<file path="config.mk">
export PLATFORM = sky130hd
export DESIGN_NAME = conv_operand_buffer_flat
export DESIGN_NICKNAME = d
export VERILOG_FILES = /design/src/rtl/conv_pkg.sv /design/src/rtl/conv_operand_buffer_if.sv /design/src/rtl/conv_window_select.sv /design/src/rtl/conv_operand_buffer.sv /design/src/flat_wrapper.sv
export SDC_FILE = /design/constraint.sdc
export NUM_CORES = 1
export LEC_CHECK = 0
export CORE_UTILIZATION = 51
export CTS_CLUSTER_SIZE = 16
export DETAILED_ROUTE_END_ITERATION = 7
export PLACE_DENSITY = 0.85
export SYNTH_ARGS = -nofsm -noshare
export SYNTH_HDL_FRONTEND = slang
export SYNTH_HIERARCHICAL = 1
export SYNTH_SLANG_ARGS = --single-unit
</file>
<file path="constraint.sdc">
create_clock -name clk -period 16.8 [get_ports clk]
set_input_delay 3.36 -clock clk [delete_from_list [all_inputs] [get_ports clk]]
set_output_delay 3.36 -clock clk [all_outputs]
set_load 0.05 [all_outputs]
</file>
<file path="src/rtl/conv_pkg.sv">
// Shared definitions for the convolution operand buffer: FSM encoding and sizing helper.
package conv_pkg;

    typedef enum logic [1:0] {
        LOAD_IN = 2'd0,
        LOAD_F  = 2'd1,
        STREAM  = 2'd2,
        DONE    = 2'd3
    } conv_state_e;

    // Ceiling log2, never below 1 so the result can always size a vector.
    function automatic int unsigned clog2(input int unsigned value);
        int unsigned width;
        int unsigned span;
        width = 0;
        span  = 1;
        while (span < value) begin
            span  = span << 1;
            width = width + 1;
        end
        return (width == 0) ? 1 : width;
    endfunction

endpackage

</file>
<file path="src/rtl/conv_operand_buffer_if.sv">
// Load and window channels of the operand buffer. The master side is the buffer itself:
// it accepts load words and sources windows. The slave side is the surrounding system.
interface conv_operand_buffer_if #(
    parameter int unsigned DATA_W = 8,
    parameter int unsigned K_N    = 9,
    parameter int unsigned POS_W  = 1
) ();

    logic                    load_valid;
    logic                    load_ready;
    logic [DATA_W-1:0]       load_data;
    logic                    win_valid;
    logic                    win_ready;
    logic [K_N*DATA_W-1:0]   win_data;
    logic [POS_W-1:0]        win_row;
    logic [POS_W-1:0]        win_col;
    logic                    win_last;

    modport master (
        input  load_valid, load_data, win_ready,
        output load_ready, win_valid, win_data, win_row, win_col, win_last
    );

    modport slave (
        output load_valid, load_data, win_ready,
        input  load_ready, win_valid, win_data, win_row, win_col, win_last
    );

endinterface

</file>
<file path="src/rtl/conv_window_select.sv">
// Combinational extraction of the K_DIM x K_DIM window whose top-left corner is (row, col).
module conv_window_select #(
    parameter int unsigned DATA_W = 8,
    parameter int unsigned IN_DIM = 4,
    parameter int unsigned K_DIM  = 3,
    parameter int unsigned POS_W  = 1
) (
    input  logic [IN_DIM*IN_DIM*DATA_W-1:0] input_flat,
    input  logic [POS_W-1:0]                row,
    input  logic [POS_W-1:0]                col,
    output logic [K_DIM*K_DIM*DATA_W-1:0]   win_data
);

    // Gather window element r*K_DIM+c from input element (row+r)*IN_DIM + col+c.
    always_comb begin
        win_data = '0;
        for (int r = 0; r < int'(K_DIM); r++) begin
            for (int c = 0; c < int'(K_DIM); c++) begin
                win_data[(r*int'(K_DIM)+c)*int'(DATA_W) +: DATA_W] =
                    input_flat[((int'(row)+r)*int'(IN_DIM) + int'(col)+c)*int'(DATA_W) +: DATA_W];
            end
        end
    end

endmodule

</file>
<file path="src/rtl/conv_operand_buffer.sv">
// Operand buffer for a small convolution: loads an input map then a filter, then streams
// every valid filter-sized window of the input map in row-major order.
module conv_operand_buffer
    import conv_pkg::*;
#(
    parameter int unsigned DATA_W = 8,
    parameter int unsigned IN_DIM = 4,
    parameter int unsigned K_DIM  = 3
) (
    input  logic                              clk,
    input  logic                              rst,
    input  logic                              clear,
    input  logic                              replay,
    output logic                              loaded,
    output logic [IN_DIM*IN_DIM*DATA_W-1:0]   input_flat,
    output logic [K_DIM*K_DIM*DATA_W-1:0]     filter_flat,
    conv_operand_buffer_if.master             bus
);

    localparam int unsigned OUT_DIM = IN_DIM - K_DIM + 1;
    localparam int unsigned IN_N    = IN_DIM * IN_DIM;
    localparam int unsigned K_N     = K_DIM * K_DIM;
    localparam int unsigned POS_W   = clog2(OUT_DIM);
    localparam int unsigned CNT_W   = clog2(IN_N);

    localparam logic [CNT_W-1:0] IN_LAST  = CNT_W'(IN_N - 1);
    localparam logic [CNT_W-1:0] F_LAST   = CNT_W'(K_N - 1);
    localparam logic [POS_W-1:0] POS_LAST = POS_W'(OUT_DIM - 1);

    conv_state_e       state_q;
    logic [CNT_W-1:0]  cnt_q;
    logic [POS_W-1:0]  row_q;
    logic [POS_W-1:0]  col_q;
    logic              loaded_q;
    logic              win_valid_q;
    logic              load_ready_q;

    logic [DATA_W-1:0] in_mem [IN_N];
    logic [DATA_W-1:0] f_mem  [K_N];

    logic load_xfer;
    logic win_xfer;
    logic at_last;

    // Ready is gated by reset so nothing is accepted while rst is held.
    assign bus.load_ready = load_ready_q & ~rst;
    assign load_xfer      = bus.load_valid & bus.load_ready;
    assign win_xfer       = win_valid_q & bus.win_ready;
    assign at_last        = (row_q == POS_LAST) && (col_q == POS_LAST);

    assign loaded        = loaded_q;
    assign bus.win_valid = win_valid_q;
    assign bus.win_row   = row_q;
    assign bus.win_col   = col_q;
    assign bus.win_last  = win_valid_q & at_last;

    // Sequencer: load counter, window position and registered handshake outputs.
    always_ff @(posedge clk or posedge rst) begin
        if (rst) begin
            state_q      <= LOAD_IN;
            cnt_q        <= '0;
            row_q        <= '0;
            col_q        <= '0;
            loaded_q     <= 1'b0;
            win_valid_q  <= 1'b0;
            load_ready_q <= 1'b1;
        end else if (clear) begin
            // Clear beats any same-cycle transfer, accept or replay.
            state_q      <= LOAD_IN;
            cnt_q        <= '0;
            row_q        <= '0;
            col_q        <= '0;
            loaded_q     <= 1'b0;
            win_valid_q  <= 1'b0;
            load_ready_q <= 1'b1;
        end else begin
            unique case (state_q)
                LOAD_IN: begin
                    if (load_xfer) begin
                        if (cnt_q == IN_LAST) begin
                            state_q <= LOAD_F;
                            cnt_q   <= '0;
                        end else begin
                            cnt_q <= cnt_q + 1'b1;
                        end
                    end
                end
                LOAD_F: begin
                    if (load_xfer) begin
                        if (cnt_q == F_LAST) begin
                            state_q      <= STREAM;
                            cnt_q        <= '0;
                            loaded_q     <= 1'b1;
                            win_valid_q  <= 1'b1;
                            load_ready_q <= 1'b0;
                        end else begin
                            cnt_q <= cnt_q + 1'b1;
                        end
                    end
                end
                STREAM: begin
                    if (win_xfer) begin
                        if (at_last) begin
                            state_q     <= DONE;
                            row_q       <= '0;
                            col_q       <= '0;
                            win_valid_q <= 1'b0;
                        end else if (col_q == POS_LAST) begin
                            col_q <= '0;
                            row_q <= row_q + 1'b1;
                        end else begin
                            col_q <= col_q + 1'b1;
                        end
                    end
                end
                DONE: begin
                    if (replay) begin
                        state_q     <= STREAM;
                        win_valid_q <= 1'b1;
                    end
                end
                default: begin
                    state_q <= LOAD_IN;
                end
            endcase
        end
    end

    // Operand storage; contents survive clear and are only zeroed by rst.
    always_ff @(posedge clk or posedge rst) begin
        if (rst) begin
            for (int i = 0; i < int'(IN_N); i++) begin
                in_mem[i] <= '0;
            end
            for (int i = 0; i < int'(K_N); i++) begin
                f_mem[i] <= '0;
            end
        end else if (!clear && load_xfer) begin
            if (state_q == LOAD_IN) begin
                in_mem[cnt_q] <= bus.load_data;
            end else if (state_q == LOAD_F) begin
                f_mem[cnt_q] <= bus.load_data;
            end
        end
    end

    // Flatten storage onto the exported operand buses.
    always_comb begin
        input_flat  = '0;
        filter_flat = '0;
        for (int i = 0; i < int'(IN_N); i++) begin
            input_flat[i*int'(DATA_W) +: DATA_W] = in_mem[i];
        end
        for (int i = 0; i < int'(K_N); i++) begin
            filter_flat[i*int'(DATA_W) +: DATA_W] = f_mem[i];
        end
    end

    conv_window_select #(
        .DATA_W (DATA_W),
        .IN_DIM (IN_DIM),
        .K_DIM  (K_DIM),
        .POS_W  (POS_W)
    ) u_window_select (
        .input_flat (input_flat),
        .row        (row_q),
        .col        (col_q),
        .win_data   (bus.win_data)
    );

endmodule

</file>
<file path="src/flat_wrapper.sv">
// flat-port wrapper written by rule: the top's interface ports become plain ports
module conv_operand_buffer_flat import conv_pkg::*;
#(
    parameter int unsigned DATA_W = 8,
    parameter int unsigned IN_DIM = 4,
    parameter int unsigned K_DIM  = 3
)
  (clk, rst, clear, replay, loaded, input_flat, filter_flat, bus_load_valid, bus_load_data, bus_win_ready, bus_load_ready, bus_win_valid, bus_win_data, bus_win_row, bus_win_col, bus_win_last);
  conv_operand_buffer_if #(.DATA_W(DATA_W), .K_N(((3) * (3))), .POS_W(1)) bus_i ();
  input  logic clk;
  input  logic rst;
  input  logic clear;
  input  logic replay;
  output logic loaded;
  output logic [IN_DIM*IN_DIM*DATA_W-1:0] input_flat;
  output logic [K_DIM*K_DIM*DATA_W-1:0] filter_flat;
  input wire logic [$bits(bus_i.load_valid)-1:0] bus_load_valid;
  input wire logic [$bits(bus_i.load_data)-1:0] bus_load_data;
  input wire logic [$bits(bus_i.win_ready)-1:0] bus_win_ready;
  output wire logic [$bits(bus_i.load_ready)-1:0] bus_load_ready;
  output wire logic [$bits(bus_i.win_valid)-1:0] bus_win_valid;
  output wire logic [$bits(bus_i.win_data)-1:0] bus_win_data;
  output wire logic [$bits(bus_i.win_row)-1:0] bus_win_row;
  output wire logic [$bits(bus_i.win_col)-1:0] bus_win_col;
  output wire logic [$bits(bus_i.win_last)-1:0] bus_win_last;
  assign bus_i.load_valid = bus_load_valid;
  assign bus_i.load_data = bus_load_data;
  assign bus_i.win_ready = bus_win_ready;
  assign bus_load_ready = bus_i.load_ready;
  assign bus_win_valid = bus_i.win_valid;
  assign bus_win_data = bus_i.win_data;
  assign bus_win_row = bus_i.win_row;
  assign bus_win_col = bus_i.win_col;
  assign bus_win_last = bus_i.win_last;
  conv_operand_buffer #(.DATA_W(DATA_W), .IN_DIM(IN_DIM), .K_DIM(K_DIM)) u_core (.clk(clk), .rst(rst), .clear(clear), .replay(replay), .loaded(loaded), .input_flat(input_flat), .filter_flat(filter_flat), .bus(bus_i));
endmodule
</file>
==> Word-level counts from Yosys, hierarchy flattened <==
Cells that the tools add are included.
W data, S select, Z words.
{ "totals": {"input_bits": 14, "out_inout_bits": 278, "regBits": 211} }
{ "op_classes": {"bitwise": 7, "addsub": 14, "order_cmp": 2, "n_shift": 9, "reduce_logical": 21, "eq_ne": 12, "n_mux": 42} }
{ "ops": {"columns": ["operator", "count"], "rows": [
  ["$shiftx A128 B32 Y8", 6],
  ["$bwmux W128", 1],
  ["$shiftx A128 B10 Y8", 1],
  ["$shiftx A128 B11 Y8", 1],
  ["$shiftx A128 B9 Y8", 1],
  ["$add A29 B2 Y29 const B", 3],
  ["$bwmux W72", 1],
  ["$demux W8 S4", 1],
  ["$mux W1", 22],
  ["$mux W4", 5],
  ["$ne A3 B2 Y1 const B", 6],
  ["$mux W2", 8],
  ["$reduce_and A3 Y1", 4],
  ["$reduce_bool A2 Y1", 5],
  ["$eq A4 B4 Y1 const B", 2],
  ["$mux W8", 1],
  ["$pmux W2 S4", 1],
  ["$pmux W4 S2", 1],
  ["$add A6 B2 Y7 const B", 1],
  ["$reduce_and A7 Y1", 1],
  ["$add A5 B1 Y6", 1],
  ["$add A5 B2 Y6 const B", 1],
  ["$reduce_and A6 Y1", 1],
  ["$reduce_bool A3 Y1", 2],
  ["other kinds (21)", 30]
]} }

==> Logic depth before layout (Yosys ltp) <==
Gate-level depths: netlist of run 1.
{ "depth": {"ltp_word": 6, "ltp_mapped": 8} }

==> Modules after synthesis <==
Netlist of run 1, hierarchy kept.
{ "modules_own_cells": {"columns": ["mod", "n_inst", "seq_area_each_um2", "cells_per_inst", "area_per_inst_um2"], "rows": [
  ["conv_operand_buffer", 1, 5281.3, 532, 8299.2],
  ["conv_window_select", 1, 0.0, 88, 1873.0]
]} }

==> Worst setup path after synthesis of run 1 <==
No wires, ideal clock.
{ "synth_timing": {"path_type": "input to output", "from": "input port rst", "to": "output port bus_load_ready", "slack_ps": 9391, "required_ps": 13440, "arrival_time_ps": 4049, "stages": 1, "n_path_buf": 0, "cell_sequence": "nor2b_1"} }
{ "synth_via": {"elab_chain_cells": 2} }
{ "synth_lines": {"columns": ["element", "line", "text"], "rows": [
  ["start: declaration", "flat_wrapper.sv:11", "input logic rst;"],
  ["$not A1 Y1", "conv_operand_buffer.sv:46", "assign bus.load_ready = load_ready_q & ~rst;"],
  ["$and A1 B1 Y1", "conv_operand_buffer.sv:46", null],
  ["end: declaration", "flat_wrapper.sv:20", "output wire logic [$bits(bus_i.load_ready)-1:0] bus_load_ready;"]
]} }
No other way between the ends.

==> Final worst setup path of run 1 <==
Ends and elaborated chain as after synthesis.

==> results of run 1 <==
[layer usage]
layer  up-vias  global-route usage, %
li1       2916                      -
met4         0                   5.88
met3        28                   7.31
met5         -                      0
met2       275                   49.2
met1      3600                   35.9
[cell type report]
class                   instances  area [um^2]
inverters                       7         33.8
repair buffers                295         2940
clock inverters                 6         80.1
clock buffers                  34          667
well taps                     265          332
fillers                      1354         5660
multi-input cells             358         4520
flip-flops and latches        211         5290
[placed cells by master (no fill, tap or decap), types with 3 or more instances in the layout]
cell / n
a21oi_1: 7
and3_1: 3
buf_4: 4
clkbuf_1: 6
clkbuf_16: 23
clkbuf_8: 5
clkdlybuf4s50_1: 291
clkinv_2: 4
dfrtp_1: 208
ha_1: 4
inv_1: 6
mux2_1: 9
mux2_2: 191
mux4_1: 8
mux4_2: 64
nand2_1: 19
nand2_2: 15
nor2_1: 6
nor4_4: 3
[power groups by stage]
| stage | clock [mW] | sequential (mW) | combinational [mW] |
|---|---|---|---|
| after floorplan | 0 | 0.607 | 0.115 |
| after global placement | 0 | 0.553 | 0.257 |
| after detailed placement | 0 | 0.554 | 0.260 |
| after CTS | 0.506 | 0.545 | 0.260 |
| after global routing | 0.526 | 0.547 | 0.270 |
| final | 0.497 | 0.545 | 0.258 |
[final timing paths]
path                                          endpoint                    from  slack [ps]  depth (start not counted)
worst max-delay path                    bus_load_ready                     rst        8550                          3
worst max register to register  u_core/filter_flat[65]         u_core/cnt_q[0]       14170                          6
worst min-delay path            u_core/filter_flat[14]  u_core/filter_flat[14]         500                          1
max in group asynchronous       u_core/input_flat[104]                     rst       11710                          3
min in group asynchronous            u_core/state_q[1]                     rst        3560                          2
worst min register to register  u_core/filter_flat[14]  u_core/filter_flat[14]         500                          1
[cell families (layout without fill, tap and decap cells)]
group / count (synthesis) / count (layout)
muxes: 273 / 273
DFF: 211 / 211
and+or+nand+nor: 64 / 64
buffers and inverters: 51 / 342
AOI/OAI and AO/OA: 15 / 15
adders and majority gates: 4 / 4
xor gates and xnor gates: 2 / 2
[state kept, by name, indices dropped and copies added (netlist names)]
signal,count
u_core/bus.win_col,1
u_core/state_q,2
u_core/load_ready_q,1
u_core/input_flat,128
u_core/bus.win_valid,1
u_core/bus.win_row,1
u_core/loaded,1
u_core/filter_flat,72
u_core/cnt_q,4
[stage by stage]
stage / area [um^2] / utilization [%]
floorplan: 10200 / -
global placement: 13100 / 67.2
detailed placement: 13100 / 67.2
CTS: 13900 / 71.0
global route: 13900 / 71.0
finish: 13900 / 71.0
[critical path, delay by kind of cell]
family / cells / cell delay [ps]
buf+inv: 2 / 1360
simple gates: 1 / 170
==> run summary, run 1 <==
Sequential fraction of the synthesis area = 51.9%
Skew-Pair Late Insertion Delay = 500 ps
Fmax = 121 MHz
Crit-path cells = clkdlybuf4s50_1 > nor2b_1 > clkdlybuf4s50_1
Cts bufs inserted = 22
Worst slew pin tran = 1040 ps
Root buffer cell = clkbuf_16
Crit end category = primary output
Syn Nets = 638
DR pass1 iterations = 4
Final Power = 1.30 mW
Max rail drop VDD = 91.1 uV
Top-count cell post-synth = dfrtp_1
Placed wire-length estimate = 19.2 mm
Startpoint Class = primary input
Final Cycle Share = 49.1%
Final setup viols = 0
Initial DRC count = 307
Sw power = 0.383 mW
Slew Limit Fails = 0
Core box area = 19500 um^2
Post-CTS setup buffers = 0
Fin. Hold Viols = 0
Critical Path AT = 4890 ps
Post-synth EDFFs = 0
Max-Cap Viols = 0
PwrDens = 93.8 nW/um^2
Clk pwr share = 38.2%
Row cnt = 51
Detailed-route via count = 6819
Starting Density = 52.1%
Placed Instances = 1136
Chip Height = 143 um
Tmin final = 8250 ps
Port Buf Inserts = 291
Clock skew = 9.81 ps
Number of global-route vias before repair = 6864
XOR/XNOR share of the synthesized area = 0.172%
Fin cells = 1176
Synth Instances = 620
First-pass GRT wire length = 42.9 mm
Io pins = 292
CTS tree = built
Antenna-violating nets left = 0
# DRC = 0
P_int = 0.918 mW
Sequential power share = 41.9%
Warnings, synthesis = 6
Share of power burned in combinational logic = 19.9%
Synthesized flop and latch total = 211
CTS Hold Bufs = 0
Mux cell area share after synthesis = 38.5%
Synth Area in Compound Gates = 0.886%
ANT cells = 0
H-tree Lvls = 1
Setup WS pre-CTS = 8550 ps
Largest net degree at the start of global routing = 144
Worst slew margin = 30.5%
PnR worst setup slack = 8550 ps
Setup TNS = 0 ps
Largest family of logic cells by synthesized area = multiplexers
Top Metal Used = met4
Met3 wire len = 2.67 mm
CP max stage cell = clkdlybuf4s50_1
Global Route Usage Sum = 28.3%
Synth Area in Simple Gates = 4.43%
Total Nets Final = 913
Slowest stage delay, CP = 810 ps
Net Sw Frac = 29.4%
Synth Cell Area = 10200 um^2
Met2 Routed Length = 14.5 mm
Crit Path Category = primary input to primary output
Post-Synth Adder-Cell Area = 0.492%
Yosys cell types = 42
Synth area leader = dfrtp_1
Met1 WL = 10.9 mm
Top cells by area, synth = dfrtp_1 (52%), mux2_2 (21%), mux4_2 (14%)
Chip Width = 143 um
Critical path fanouts, max = 5
Status = finished, final reports clean
Vias/cell = 5.80
RSZ-0062 raised after global routing = no
Worst EP required = 13440 ps
Min Hold Slack = 503 ps
Clock slew at reported path FFs = 60 ps
Initial antenna violation count = 0
Sink Count = 211
DR WL/cell = 24.3 um
Leak = 6.09 nW
CTS max path bufs = 3
Syn_area_per_cell = 16.4 um^2
Top-area cell type share of the netlist area = 51.7%
Worst min path class = register to register
Post-CTS Resized = 0
Area growth syn-to-layout = 36.3%
Commonest cells post-synth = dfrtp_1 (210), mux2_2 (191), mux4_2 (64), clkbuf_1 (22), nand2_1 (19)
DRT Wirelength = 28.5 mm
CP dominant cell by count = clkdlybuf4s50_1
Placer congestion estimate = 0.760
Grt ovf = 0
Share of cells above drive strength 1 = 35.2%
Main synth FF type = dfrtp_1
Ys async rst share = 100%
Die area = 20500 um^2
No activity file was read; power rests on OpenSTA's default activity.
==> inputs of run 2 (changes only) <==
--- a/config.mk
+++ b/config.mk
@@ -5,10 +5,10 @@
 export SDC_FILE = /design/constraint.sdc
 export NUM_CORES = 1
 export LEC_CHECK = 0
-export CORE_UTILIZATION = 51
+export CORE_UTILIZATION = 48
 export CTS_CLUSTER_SIZE = 16
 export DETAILED_ROUTE_END_ITERATION = 7
-export PLACE_DENSITY = 0.85
+export PLACE_DENSITY = 0.81
 export SYNTH_ARGS = -nofsm -noshare
 export SYNTH_HDL_FRONTEND = slang
 export SYNTH_HIERARCHICAL = 1
==> constraint.sdc (replaced) <==
create_clock -name clk -period 8.34 [get_ports clk]
set_input_delay 1.668 -clock clk [delete_from_list [all_inputs] [get_ports clk]]
set_output_delay 1.668 -clock clk [all_outputs]
set_load 0.05 [all_outputs]
==> run summary, run 2 (synthesis results as in run 1) <==
Fin area = 13900 um^2 (about the same)
Startpoint Class = register
Commonest non-fill, non-tap cells in the layout = clkdlybuf4s50_1 (291), dfrtp_1 (208), mux2_2 (191)
Area growth syn-to-layout = 36.4% (about the same)
PnR worst setup slack = 3320 ps (-5230 ps)
Fillers = 1519 (+12%)
Reg2reg start = u_core/cnt_q[0]
Fin cells = 1180 (+0.34%)
CTS Hold Bufs = 0 (unchanged)
Final Power = 2.63 mW (+100%)
Final Cycle Share = 60.2%
Leak = 6.09 nW (about the same)
DR WL/cell = 24.6 um (+1.3%)
Placed Instances = 1141 (+0.44%)
DRT Wirelength = 29.0 mm (+1.6%)
PwrDens = 190 nW/um^2 (+100%)
Row cnt = 52 (+2.0%)
Largest net degree at the start of global routing = 140 (-2.8%)
Sink Count = 211 (unchanged)
Setup WS pre-CTS = 3420 ps (-5130 ps)
Number of global-route vias before repair = 6969 (+1.5%)
Post-CTS Resized = 0 (unchanged)
Setup crit start = u_core/bus.win_row
Final setup viols = 0 (unchanged)
Worst EP required = 6670 ps (-6770 ps)
Crit end category = primary output
Crit-path cells = buf_4 > mux4_1 > clkdlybuf4s50_1
Chip Width = 148 um (+3.0%)
Crit Path Category = register to primary output
RSZ-0062 raised after global routing = no
H-tree Lvls = 1 (unchanged)
Initial DRC count = 276 (-10%)
Worst slew margin = 17.5% (-13 points)
CTS tree = built
Die area = 21800 um^2 (+6.2%)
Post-CTS setup buffers = 0 (unchanged)
Setup TNS = 0 ps (unchanged)
Tmin final = 5020 ps
Worst slew pin tran = 1230 ps (+195 ps)
Critical path fanouts, max = 42 (+37)
Clock skew = 13.4 ps (+3.60 ps)
ANT cells = 0 (unchanged)
Commonest non-fill, non-tap cell in the layout = clkdlybuf4s50_1
Starting Density = 49.6% (-2.5 points)
Fin. Hold Viols = 0 (unchanged)
HP Start = u_core/filter_flat[27]
CP max stage cell = dfrtp_4
DP Area = 13100 um^2 (about the same)
First-pass GRT wire length = 44.0 mm (+2.5%)
Critical Path AT = 3350 ps (-1540 ps)
Io pins = 292 (unchanged)
Root buffer cell = clkbuf_16
Slowest stage delay, CP = 780 ps (-30 ps)
Skew-Pair Late Insertion Delay = 500 ps (about the same)
Placed wire-length estimate = 19.7 mm (+2.5%)
Worst min path class = register to register
Chip Height = 148 um (+3.0%)
Max rail drop VDD = 154 uV (+69%)
Antenna-violating nets left = 0 (unchanged)
Initial antenna violation count = 0 (unchanged)
Detailed-route via count = 6769 (-0.73%)
Cts bufs inserted = 22 (unchanged)
Grt ovf = 0 (unchanged)
Largest register FFs = 128 (unchanged)
Status = finished, final reports clean
Slew Limit Fails = 0 (unchanged)
Global Route Usage Sum = 26.9% (-1.4 points)
Share of cells above drive strength 1 = 35.3% (+0.039 points)
Max-Cap Viols = 0 (unchanged)
Port Buf Inserts = 291 (unchanged)
Fmax = 199 MHz
CTS max path bufs = 3 (unchanged)
Clock slew at reported path FFs = 60 ps (about the same)
DR pass1 iterations = 4 (unchanged)
Vias/cell = 5.74 (-1.1%)
# DRC = 0 (unchanged)
Core box area = 20500 um^2 (+5.0%)
Placer congestion estimate = 0.782 (+2.8%)
Total Nets Final = 913 (unchanged)
run 2: stage by stage:
stage | utilization, % | hold WS, ps
floorplan | - | 528
global placement | 64.0 | 473
detailed placement | 64.0 | 484
CTS | 67.7 | 506
global route | 67.7 | 510
finish | 67.7 | 502
run 2: worst paths after layout:
check | endpoint | slack, ps | cells after the start
setup reg to reg | u_core/filter_flat[64] | 5650 | 6
hold / removal | u_core/filter_flat[27] | 500 | 1
setup / recovery | bus_win_data[31] | 3320 | 3
min in group asynchronous | u_core/filter_flat[58] | 1800 | 2
max in group asynchronous | u_core/bus.win_col | 4950 | 3
hold reg to reg | u_core/filter_flat[27] | 500 | 1
run 2: routing by layer:
| layer | part of all wire (%) | up-vias | global-route usage, % |
|---|---|---|---|
| li1 | - | 2901 | - |
| met5 | 0 | - | 0 |
| met2 | 50 | 270 | 45.4 |
| met4 | 1.7 | 0 | 5.41 |
| met3 | 8.1 | 33 | 7.22 |
| met1 | 41 | 3565 | 35.1 |
run 2: critical path: cells and delay by family, from the launching register on:
family                 cells  cell delay [ps]
flip-flops                 1              780
multiplexers               1              680
buffers and inverters      2             1350
run 2: layout make-up:
| type | count | area [um^2] | share of cell area [%] |
|---|---|---|---|
| timing repair buffer | 295 | 2940 | 21.2 |
| multi-input combinational | 358 | 4520 | 32.6 |
| tap | 270 | 338 | 2.43 |
| sequential | 211 | 5290 | 38.1 |
| clock buffer | 31 | 636 | 4.58 |
| clock inverter | 8 | 115 | 0.830 |
| inverter | 7 | 33.8 | 0.243 |
run 2: power breakdown:
group / leakage [nW] / internal (mW) / total [mW] / switching [mW]
logic: 2.81 / 0.179 / 0.517 / 0.338
clock network: 0.373 / 0.623 / 1.01 / 0.391
registers: 2.91 / 1.06 / 1.10 / 0.0425
==> inputs of run 3 (changes only) <==
--- a/config.mk
+++ b/config.mk
@@ -5,10 +5,10 @@
 export SDC_FILE = /design/constraint.sdc
 export NUM_CORES = 1
 export LEC_CHECK = 0
-export CORE_UTILIZATION = 48
+export CORE_UTILIZATION = 44
 export CTS_CLUSTER_SIZE = 16
 export DETAILED_ROUTE_END_ITERATION = 7
-export PLACE_DENSITY = 0.81
+export PLACE_DENSITY = 0.78
 export SYNTH_ARGS = -nofsm -noshare
 export SYNTH_HDL_FRONTEND = slang
 export SYNTH_HIERARCHICAL = 1
==> constraint.sdc (replaced) <==
create_clock -name clk -period 4.5 [get_ports clk]
set_input_delay 0.9 -clock clk [delete_from_list [all_inputs] [get_ports clk]]
set_output_delay 0.9 -clock clk [all_outputs]
set_load 0.05 [all_outputs]
==> run summary, run 3 (synthesis results as in run 1) <==
Buf/Inv on CP = 2 (unchanged)
P_int = 3.47 mW (+86%)
Initial DRC count = 307 (+11%)
Largest net degree at the start of global routing = 74 (-47%)
Area growth syn-to-layout = 37.5%
Skew-Pair Late Insertion Delay = 510 ps (about the same)
Io pins = 292 (unchanged)
CP delay by family, top = buffers and inverters
Worst slew pin tran = 1080 ps (-157 ps)
Fin cells = 1199 (+1.6%)
CTS tree = built
HP Start = u_core/filter_flat[24]
Final setup viols = 0 (unchanged)
Commonest non-fill, non-tap cells in the layout = clkdlybuf4s50_1 (291), dfrtp_1 (208), mux2_2 (191)
Setup crit start = u_core/bus.win_row
Crit-path cells = buf_12 > mux4_1 > clkdlybuf4s50_1
Vias/cell = 5.69 (-0.77%)
Slew Limit Fails = 0 (unchanged)
CTS max path bufs = 3 (unchanged)
Commonest non-fill, non-tap cell in the layout = clkdlybuf4s50_1
Fmax = 262 MHz
Leak = 6.13 nW (+0.57%)
Number of global-route vias before repair = 7065 (+1.4%)
Fillers = 1705 (+12%)
Chip Height = 154 um (+4.4%)
Initial antenna violation count = 0 (unchanged)
DRT Wirelength = 29.4 mm (+1.6%)
CP max stage cell = dfrtp_4
Die area = 23700 um^2 (+9.0%)
Critical path fanouts, max = 35 (-17%)
Placed Instances = 1162 (+1.8%)
Final core occ = 61.8% (-5.9 points)
Crit Path Category = register to primary output
Row cnt = 55 (+5.8%)
Worst slew margin = 28.0% (+11 points)
Sink Count = 211 (unchanged)
Final Cycle Share = 85.0%
H-tree Lvls = 1 (unchanged)
Tmin final = 3820 ps
PwrDens = 350 nW/um^2 (+85%)
Starting Density = 44.9% (-4.7 points)
ANT cells = 0 (unchanged)
First-pass GRT wire length = 44.4 mm (+1.0%)
Placed wire-length estimate = 19.9 mm (+0.88%)
Crit end category = primary output
Setup TNS = 0 ps (unchanged)
CTS Hold Bufs = 0 (unchanged)
Share of cells above drive strength 1 = 35.6% (+0.28 points)
Chip Width = 154 um (+4.4%)
Cts bufs inserted = 23 (+4.5%)
Sequential power share = 41.5% (-0.3 points)
Net Sw Frac = 29.1% (-0.16 points)
Grt ovf = 0 (unchanged)
Worst EP required = 3600 ps (-3070 ps)
Share of power burned in combinational logic = 19.7% (about the same)
DR WL/cell = 24.6 um (about the same)
Post-CTS setup buffers = 0 (unchanged)
# DRC = 0 (unchanged)
Total Nets Final = 920 (+0.77%)
Placer congestion estimate = 0.798 (+2.0%)
Worst min path class = register to register
Largest register FFs = 128 (unchanged)
Global Route Usage Sum = 25.1% (-1.8 points)
RSZ-0062 raised after global routing = no
Slowest stage delay, CP = 750 ps (-30 ps)
Clk pwr share = 38.7% (+0.2 points)
DR pass1 iterations = 4 (unchanged)
Core box area = 22600 um^2 (+10%)
Max rail drop VDD = 290 uV (+88%)
Max-Cap Viols = 0 (unchanged)
Reg2reg start = u_core/cnt_q[0]
Clock slew at reported path FFs = 60 ps (about the same)
Fin. Hold Viols = 0 (unchanged)
Status = finished, final reports clean
Clock skew = 17.2 ps (+3.75 ps)
Sw power = 1.43 mW (+85%)
Critical Path AT = 2920 ps (-430 ps)
Startpoint Class = register
Antenna-violating nets left = 0 (unchanged)
Port Buf Inserts = 291 (unchanged)
Root buffer cell = clkbuf_16
Detailed-route via count = 6825 (+0.83%)
Post-CTS Resized = 0 (unchanged)
[run 3: cell count changes in the layout (fill, tap and decap cells not counted)]
cell | previous run | this run
inv_8 | 1 | 0
buf_4 | 4 | 6
clkbuf_8 | 3 | 4
inv_6 | 0 | 1
clkinvlp_4 | 0 | 1
clkinv_2 | 5 | 1
buf_12 | 0 | 4
[run 3: layout make-up]
type | count | area, um^2 | share of cell area [%]
Multi-Input combinational cell | 358 | 4520 | 32.3
Clock inverter | 5 | 104 | 0.742
Inverter | 7 | 30.0 | 0.215
Clock buffer | 32 | 649 | 4.64
Timing Repair Buffer | 301 | 3040 | 21.7
Sequential cell | 211 | 5290 | 37.8
Tap cell | 285 | 357 | 2.55
[run 3: power groups by stage]
stage	registers, mW	logic, mW	clock network [mW]
after floorplan	2.27	0.430	0
after global placement	2.06	0.965	0
after detailed placement	2.07	0.974	0
after CTS	2.03	0.975	1.95
after global routing	2.04	1.00	2.02
final	2.03	0.966	1.89
[run 3: final timing paths]
check,end,slack [ps],cells past startpoint
max,bus_win_data[30],680,3
max reg2reg,u_core/filter_flat[71],1900,6
min,u_core/filter_flat[24],500,1
min in group asynchronous,u_core/filter_flat[61],990,2
min reg2reg,u_core/filter_flat[24],500,1
max in group asynchronous,u_core/input_flat[17],2660,3
[run 3: routing by layer]
| layer | track usage [%] | vias up | share of wire [%] |
|---|---|---|---|
| met5 | 0 | - | 0 |
| met4 | 4.95 | 0 | 1.7 |
| met3 | 8.57 | 37 | 8.7 |
| met2 | 41.5 | 256 | 49 |
| met1 | 32.1 | 3631 | 41 |
| li1 | - | 2901 | - |
[run 3: stage by stage]
stage                     cell area (um^2)  hold WS [ps]  setup slack (ps)  power [mW]
after floorplan                      10200           528               859        2.70
after global placement               13200           478              1210        3.03
after detailed placement             13200           484              1170        3.04
after CTS                            14000           499               639        4.96
after global routing                 14000           519               550        5.06
final                                14000           495               677        4.89
